==> src/rtl/bomb_countdown_ctrl.sv <==
// Per-level bomb countdown: latches a BCD preset, counts it down on the 1 Hz tick,
// applies penalties, and reports running/expired/defused status to the game FSM.
module bomb_countdown_ctrl #(
   parameter int PENALTY_SEC = 10,
   parameter int WARN_THRESH = 30
) (
   input  logic       clk,
   input  logic       rst,
   input  logic       tick_1hz,
   input  logic       load,
   input  logic       start,
   input  logic       pause,
   input  logic       penalty,
   input  logic       defuse,
   input  logic [3:0] preset_three,
   input  logic [3:0] preset_two,
   input  logic [3:0] preset_one,
   output logic [3:0] digit_three,
   output logic [3:0] digit_two,
   output logic [3:0] digit_one,
   output logic [2:0] state,
   output logic       running,
   output logic       expired,
   output logic       defused,
   output logic       low_time
);

   typedef enum logic [2:0] {
      IDLE    = 3'b000,
      ARMED   = 3'b001,
      RUN     = 3'b010,
      PAUSED  = 3'b011,
      EXPIRED = 3'b100,
      DEFUSED = 3'b101
   } state_t;

   localparam int PEN_PLUS_TICK = PENALTY_SEC + 1;

   // Subtrahends pre-converted to BCD so the datapath only ever does digit arithmetic.
   localparam logic [11:0] SUB_TICK = 12'h001;
   localparam logic [11:0] SUB_PEN  = {4'(PENALTY_SEC / 100), 4'((PENALTY_SEC / 10) % 10),
                                       4'(PENALTY_SEC % 10)};
   localparam logic [11:0] SUB_BOTH = {4'(PEN_PLUS_TICK / 100), 4'((PEN_PLUS_TICK / 10) % 10),
                                       4'(PEN_PLUS_TICK % 10)};

   state_t      state_q, state_d;
   logic [11:0] digits_q, digits_d;
   logic [11:0] preset_s;
   logic [11:0] sub_s;
   logic [12:0] diff_s;
   logic [9:0]  count_val_s;

   function automatic logic [3:0] clamp_digit(input logic [3:0] x);
      logic [3:0] r;
      if (x > 4'd9) begin
         r = 4'd9;
      end else begin
         r = x;
      end
      return r;
   endfunction

   // Returns {borrow_out, result}; borrow_out set means the minuend was smaller.
   function automatic logic [12:0] bcd_sub(input logic [11:0] a, input logic [11:0] b);
      logic [4:0]  d;
      logic        br;
      logic [11:0] r;
      br = 1'b0;
      r  = 12'h000;
      for (int i = 0; i < 3; i++) begin
         d = {1'b0, a[i*4 +: 4]} - {1'b0, b[i*4 +: 4]} - {4'd0, br};
         if (d[4]) begin
            r[i*4 +: 4] = d[3:0] + 4'd10;
            br          = 1'b1;
         end else begin
            r[i*4 +: 4] = d[3:0];
            br          = 1'b0;
         end
      end
      return {br, r};
   endfunction

   assign preset_s = {clamp_digit(preset_three), clamp_digit(preset_two), clamp_digit(preset_one)};

   // Subtrahend selection for the RUN decrement.
   always_comb begin
      sub_s = 12'h000;
      case ({tick_1hz, penalty})
         2'b10:   sub_s = SUB_TICK;
         2'b01:   sub_s = SUB_PEN;
         2'b11:   sub_s = SUB_BOTH;
         default: sub_s = 12'h000;
      endcase
   end

   assign diff_s = bcd_sub(digits_q, sub_s);

   // Next-state and next-count logic.
   always_comb begin
      state_d  = state_q;
      digits_d = digits_q;
      case (state_q)
         IDLE: begin
            if (load) begin
               digits_d = preset_s;
               state_d  = ARMED;
            end else begin
               state_d  = IDLE;
            end
         end
         ARMED: begin
            if (load) begin
               digits_d = preset_s;
            end else if (start) begin
               state_d = (digits_q != 12'h000) ? RUN : EXPIRED;
            end else begin
               state_d = ARMED;
            end
         end
         RUN: begin
            if (defuse) begin
               state_d = DEFUSED;
            end else if (pause) begin
               state_d = PAUSED;
            end else if (tick_1hz || penalty) begin
               // Reaching exactly zero expires as well as underflowing past it.
               if (diff_s[12] || (diff_s[11:0] == 12'h000)) begin
                  digits_d = 12'h000;
                  state_d  = EXPIRED;
               end else begin
                  digits_d = diff_s[11:0];
               end
            end else begin
               state_d = RUN;
            end
         end
         PAUSED: begin
            if (defuse) begin
               state_d = DEFUSED;
            end else if (start) begin
               state_d = RUN;
            end else begin
               state_d = PAUSED;
            end
         end
         EXPIRED, DEFUSED: begin
            if (load) begin
               digits_d = preset_s;
               state_d  = ARMED;
            end else begin
               state_d  = state_q;
            end
         end
         default: begin
            state_d  = IDLE;
            digits_d = 12'h000;
         end
      endcase
   end

   // State and count registers with synchronous reset.
   always_ff @(posedge clk) begin
      if (rst) begin
         state_q  <= IDLE;
         digits_q <= 12'h000;
      end else begin
         state_q  <= state_d;
         digits_q <= digits_d;
      end
   end

   assign count_val_s = ({6'd0, digits_q[11:8]} * 10'd100) + ({6'd0, digits_q[7:4]} * 10'd10)
                      + {6'd0, digits_q[3:0]};

   assign digit_three = digits_q[11:8];
   assign digit_two   = digits_q[7:4];
   assign digit_one   = digits_q[3:0];
   assign state       = state_q;
   assign running     = (state_q == RUN);
   assign expired     = (state_q == EXPIRED);
   assign defused     = (state_q == DEFUSED);
   assign low_time    = ((state_q == RUN) || (state_q == PAUSED))
                        && (count_val_s <= 10'(WARN_THRESH));

endmodule

==> config.mk <==
export PLATFORM = sky130hd
export DESIGN_NAME = bomb_countdown_ctrl
export DESIGN_NICKNAME = d
export VERILOG_FILES = /design/src/rtl/bomb_countdown_ctrl.sv
export SDC_FILE = /design/constraint.sdc
export NUM_CORES = 1
export LEC_CHECK = 0
export BUFFER_PORTS_ARGS = -buffer_cell sky130_fd_sc_hd__buf_2
export CORE_UTILIZATION = 30
export CTS_BUF_LIST = sky130_fd_sc_hd__clkbuf_8 sky130_fd_sc_hd__clkbuf_16
export DETAILED_ROUTE_END_ITERATION = 10
export GPL_TIMING_DRIVEN = 0
export PLACE_DENSITY_LB_ADDON = 0.15
export SLEW_MARGIN = 20
export SYNTH_ARGS = -nofsm -noshare
export SYNTH_HDL_FRONTEND = slang
export SYNTH_SLANG_ARGS = --single-unit
==> constraint.sdc <==
create_clock -name clk -period 9.25 [get_ports clk]
set_input_delay 0.4625 -clock clk [delete_from_list [all_inputs] [get_ports clk]]
set_output_delay 0.4625 -clock clk [all_outputs]
set_load 0.05 [all_outputs]
* Word level (Yosys, flattened, before mapping)
Cells that the tools add are included.
** Word-level totals
- Bits of input ports :: 20
- Flip-flop bits (word level) :: 15
- ROM bits :: 0
- Output and inout port bits :: 19
- Memories kept :: 0
- Memory bits (writable) :: 0
- Bits in latches :: 0
** Cells by class
- Divide/modulo/power cells :: 0
- Magnitude comparators :: 4
- Bitwise gates (word level) :: 1
- Equality and inequality tests :: 15
- Muxes and demuxes :: 28
- Shift-type cells :: 0
- Add/subtract/negate cells :: 10
- Reduce and logical (&&, ||, !) cells :: 11
- $mul :: 2
** Operators with widths (number)
- $mux W12 :: 5
- $pmux W12 S3 :: 1
- $mux W3 :: 9
- $mux W4 :: 6
- $pmux W3 S5 :: 1
- $pmux W5 S3 :: 1
- $add A4 B4 Y4 const B :: 3
- $gt A4 B4 Y1 const B :: 3
- $logic_not A12 Y1 :: 1
- $reduce_bool A12 Y1 :: 1
- $add A10 B4 Y10 :: 1
- $add A10 B8 Y10 :: 1
- $le A10 B5 Y1 const B :: 1
- $sub A4 B4 Y5 :: 2
- $sub A5 B1 Y5 :: 2
- $mul A4 B5 Y8 const B :: 1
- $ne A2 B2 Y1 const B :: 4
- $mul A4 B3 Y7 const B :: 1
- $eq A3 B2 Y1 const B :: 2
- $eq A3 B3 Y1 const B :: 2
- $mux W1 :: 5
- $ne A5 B4 Y1 const B :: 1
- $reduce_and A5 Y1 :: 1
- $sub A4 B4 Y5 const B :: 1
- 11 further kinds :: 15

* Depth between registers and ports, before layout
- Depth in word-level cells :: 16
- Mapped depth :: 18

* Worst setup path before layout
No wires, ideal clock.
- Path kind :: register to output
- From :: register digits_q[5]
- To :: output port low_time
- Path slack :: 4.423 ns
- Stages on the path, launching flop included :: 13
- Arrival :: 4.365 ns
- Path buffers :: 0
- Cells stage by stage :: dfxtp_1 -> ha_1 -> ha_1 -> fa_1 -> xor2_1 -> ha_1 -> ha_1 -> inv_1 -> nor2_1 -> a2111oi_0 -> nor3_1 -> xnor2_1 -> a211oi_1
** On the way
- Word-level cells in the longest chain between the ends :: 5
** RTL lines
- start: declaration :: line 47 : logic [11:0] digits_q, digits_d;
- start signal: assignment :: line 168 : digits_q <= digits_d;
- $mul A4 B3 Y7 :: line 172 : assign count_val_s = ({6'd0, digits_q[11:8]} * 10'd100) + ({6'd0, digits_q[7:4]} * 10'd10)
- $add A10 B8 Y10 :: line 172
- $add A10 B4 Y10 :: line 173 : + {6'd0, digits_q[3:0]};
- $le A10 B5 Y1 :: line 183 : && (count_val_s <= 10'(WARN_THRESH));
- $logic_and A1 B1 Y1 :: line 183
- end: declaration :: line 25 : output logic low_time
No other way between the ends.

* Final worst setup path
- From :: register digits_q[0]
- To :: register state_q[0], in the netlist state[0]
** On the way
- Word-level cells in the longest chain between the ends :: 11
** RTL lines
- $sub A4 B4 Y5 * :: line 71 : d = {1'b0, a[i*4 +: 4]} - {1'b0, b[i*4 +: 4]} - {4'd0, br};
- $mux W1 :: line 72 : if (d[4]) begin
- $sub A5 B1 Y5 :: line 71
- $mux W1 :: line 72
- $sub A5 B1 Y5 :: line 71
- $add A4 B4 Y4 :: line 73 : r[i*4 +: 4] = d[3:0] + 4'd10;
- $mux W4 :: line 72
- $logic_not A12 Y1 :: line 127 : if (diff_s[12] || (diff_s[11:0] == 12'h000)) begin
- $logic_or A1 B1 Y1 * :: line 127
- $ne A5 B4 Y1 (no source line) *
- $reduce_and A3 Y1 (no source line) *
- end signal: assignment :: line 167 : state_q <= state_d;
- end: declaration :: line 46 : state_t state_q, state_d;
Every way passes the cells marked *; elsewhere a longest branch is shown, timed or not.
A chain may end at the register's enable or synchronous reset.

==> results list <==
- Final count of pins violating max slew: 0
* Post-synthesis cell type count: between 40 and 50
* CTS HTree Levels: 1
* GRT Resource Usage Total: between 10% and 20%
* Post-detailed-route via-to-cell ratio: a little over 5
- Yosys top cell area share: about 23%
- Unrepaired setup endpoints after global routing: no
- Start of the worst register-to-register path: digits_q[0]
* Clock tree from TritonCTS: built
- Worst setup skew after layout: 0.00409 ns
- Area of combinational cells with multiple inputs: ~0.0016 mm^2
- Of all nets on the critical path, the largest fanout is 5.
- The worst register-to-register path has a setup slack of approximately 4.9 ns.
- At the pin with the least slew margin, the transition time is approximately 0.5 ns.
- Family of cells with the greatest summed delay on the critical path: adder cells
* Post-cts gate resize count: 0
- The congestion estimate from routability-driven global placement came to around 0.76.
* Number of cells traversed by the worst hold path: 2
- PD cells: 159 mW/mm^2
- Syn Std Cell Area: just over 0.002 mm^2
* Startpoint of the worst hold path: digits_q[0]
* Post-detailed-routing wire length: around 5400 um
* End of the worst hold path: digits_q[0]
- Highest-delay cell along the critical path: sky130_fd_sc_hd__fa_1
- Worst EP arrival: approximately 4.6 ns
- Post-DR wirelength/cell: ~15 um
* Class of the worst hold path: flip-flop to flip-flop
* Number of placed instances, taps included: between 300 and 400
- The later pin in the worst-skew pair is clocked with a latency of approximately 0.25 ns.
- The critical path contains buffers and inverters numbering 3 combined.
* Worst path max stage delay: a little under 0.4 ns
- R2R Path End: state[0]
- After technology mapping, the gate count stands at 256.
- Area enclosed by the die boundary: a little over 0.007 mm^2
* Setup violation total in the final timing report: 0
- sky130_fd_sc_hd__ha_1 takes more of the synthesized area than any other cell.
- In the finished design, the share of the clock period the worst path needs comes to 47.2%.
* Area occupied by registers: around 300 um^2
* WP data required: 9.43 ns
- Drt drc: 2
- Sink Count: 15
- Detailed Routing Iterations Pass 1: 7
- The die is between 80 and 90 um wide.
* Pin count of the biggest net entering global routing: 12
- Post-synthesis sequential element count: 15
- CP Depth: 18
- Walking the worst path, the cells encountered are inv_1 > ha_1 > ha_1 > nor3b_1 > inv_1 > fa_1 > inv_1 > ha_1 > nor3b_1 > ha_1 > ha_1 > xor2_1 > ha_1 > a311oi_1 > nor2b_1 > nand4b_1 > o21ai_2 > mux2i_1.
- Most Frequent Cell on Critical Path: sky130_fd_sc_hd__ha_1
- For this design, the CTS-stage hold fixing added 0 buffers.
- Worst Path Class, Setup: flip-flop to flip-flop
- The first global-routing pass estimated 8960 um of wire.
* Syn-to-layout area delta: 16.3%
- The flow ran to the end, but the final reports show violations.
- The finished layout holds ~370 standard cells, fillers aside.
- Number of nets still failing antenna checks after routing: 0
* Sequential fraction of the synthesis area: between 10% and 20%
* Leakage: ~0.0012 uW
- Worst ir drop on vdd: approximately 51 uV
- Maximum frequency from static timing analysis: around 230 MHz
* Worst reg-to-reg path cell count: 18
* Number of max-cap violations: 0
- Cells with a size suffix above 1 make up approximately 16% of the layout.
- Area of the core: 0.00642 mm^2
- The floorplan has 29 rows.
- During synthesis, Yosys emitted a total of 0 warnings.
- Failing checks: DRC
- Once the clock tree was built, the setup fixing pass inserted 0 buffers.
- TritonCTS buffer count: 3
- Detailed placement ended at an HPWL of 4360 um.
- The layout has 696 filler cells.
- Via count of the first global-routing pass: 1,854
- Count of vias placed by the detailed router: 1,930
- Clock-pin slew was measured on the worst setup and hold paths at roughly 0.07 ns.
- Ant diodes: 0
- Time the worst path needs with I/O delays and setup: ~4.4 ns
- # nets final: between 300 and 400
* CP endpoint kind: flip-flop
- The tree is rooted in a sky130_fd_sc_hd__clkbuf_8.
- When the netlist entered floorplanning its net count stood at between 300 and 400.
- 39 I/O pins were placed.
* Count of buffers from port buffering: 37
* Final hold viol count: 0
- Worst slew slack as a fraction of its limit: 66.8%
* Initial antenna violation count: 0
- A synthesized cell averages 7.87 um^2.
* Ranking of synthesized cells by area: sky130_fd_sc_hd__ha_1 (23%), sky130_fd_sc_hd__dfxtp_1 (15%), sky130_fd_sc_hd__nor2_1 (6.1%)
- In the final timing run, aggregate negative setup slack is 0 ns.
- Chip height: about 84 um
* CTS Buffer Depth: 2
* Element type at the critical path start: flip-flop
- Global routing finished with a remaining overflow of 0.
- In this run, the number of DRC markers left after iteration 0 of detailed routing was roughly 150.
* Effective utilization at floorplan: about a third
* Hold Slack: approximately 0.56 ns
## where the power goes
| part | internal, uW | switching [uW] |
|---|---|---|
| combinational | 88.5 | 140 |
| clock | 29.9 | 25.7 |
| sequential | 72.5 | 15.5 |
## tightest hold or removal path, delay by kind of cell, from the launching register on
kind,cells,cell delay (ns)
buffers and inverters,1,0.09
AOI/OAI and AO/OA,1,0.07
DFF,1,0.36
## logic make-up (layout without fill, tap and decap cells)
family | count (synthesis) | count (layout) | share of synthesized area (%)
AOI/OAI and AO/OA | 59 | 59 | 19.8
xor gates and xnor gates | 15 | 15 | 6.52
adders and majority gates | 43 | 43 | 28.9
buffers and inverters | 38 | 79 | 7.26
DFF | 15 | 15 | 14.9
muxes | 2 | 2 | 0.993
and+or+nand+nor | 84 | 84 | 21.6
## final cells by class
| class | instances | area share [%] |
|---|---|---|
| multi-input cells | 203 | 67.0 |
| well taps | 77 | 4.11 |
| plain buffers | 9 | 1.60 |
| repair buffers | 37 | 7.90 |
| clock inverters | 1 | 0.214 |
| flip-flops and latches | 15 | 12.8 |
| clock buffers | 3 | 1.76 |
| inverters | 29 | 4.64 |
## synthesized netlist by cell type (all sizes together)
master,count
a211o,2
or3,1
nand2,10
o22a,1
dfxtp,15
a311oi,1
o21ai,15
o221ai,3
nand3b,2
a2111oi,1
buf,4
a22oi,1
inv,29
nor2b,5
mux2i,2
nor3,10
nor4,3
ha,37
nand2b,10
nand4b,1
o21bai,4
or4,1
a21oi,10
nor3b,3
o32ai,1
a31oi,1
a21o,3
nor2,33
clkbuf,5
o2111ai,1
and2,1
nand4,1
a211oi,8
or2b,1
a221oi,4
xor2,4
o22ai,1
fa,6
o211ai,2
xnor2,11
nand3,2
## worst max-delay path by stage
stage / to / startpoint / slack (ns)
final: state[0] / digits_q[0] / 4.88
after floorplan: low_time / digits_q[5] / 4.42
after global routing: state[0] / digits_q[0] / 4.43
after global placement: state[0] / tick_1hz / 4.63
after detailed placement: state[0] / tick_1hz / 4.68
after CTS: state[0] / digits_q[0] / 4.91
## cells in the final DEF (no fill, tap or decap), types with 3 or more instances in the layout
cell type	count
sky130_fd_sc_hd__nand2_1	10
sky130_fd_sc_hd__clkbuf_1	5
sky130_fd_sc_hd__nor2_1	33
sky130_fd_sc_hd__buf_2	40
sky130_fd_sc_hd__nand2b_1	10
sky130_fd_sc_hd__xnor2_1	11
sky130_fd_sc_hd__fa_1	6
sky130_fd_sc_hd__clkbuf_8	3
sky130_fd_sc_hd__a211oi_1	8
sky130_fd_sc_hd__o21ai_0	14
sky130_fd_sc_hd__nor3_1	10
sky130_fd_sc_hd__ha_1	37
sky130_fd_sc_hd__a221oi_1	4
sky130_fd_sc_hd__a21oi_1	10
sky130_fd_sc_hd__o221ai_1	3
sky130_fd_sc_hd__dfxtp_1	15
sky130_fd_sc_hd__nor2b_1	5
sky130_fd_sc_hd__xor2_1	4
sky130_fd_sc_hd__a21o_1	3
sky130_fd_sc_hd__o21bai_1	4
sky130_fd_sc_hd__inv_1	29
sky130_fd_sc_hd__nor3b_1	3
## per-stage QoR
step / total power [uW] / cell area, um^2 / worst slack (ns) / utilization, %
6_report: 372 / 2340 / 4.88 / 36.5
5_1_grt: 410 / 2340 / 4.43 / 36.5
4_1_cts: 376 / 2340 / 4.91 / 36.5
3_5_place_dp: 319 / 2300 / 4.68 / 35.8
3_3_place_gp: 319 / 2300 / 4.63 / 35.8
2_1_floorplan: 265 / 2020 / 4.42 / -
## routing by layer
layer / track usage, % / vias to the layer above / wire length (um)
met5: 0 / - / 0
met4: 3.29 / 0 / 70
met3: 1.88 / 6 / 157
met2: 26.1 / 36 / 2510
met1: 21.9 / 903 / 2690
li1: - / 985 / -
## state kept, by name, indices dropped and copies added (netlist names)
name	cells
digits_q	12
state	3
Note: power is estimated with default switching activity, not from simulation.
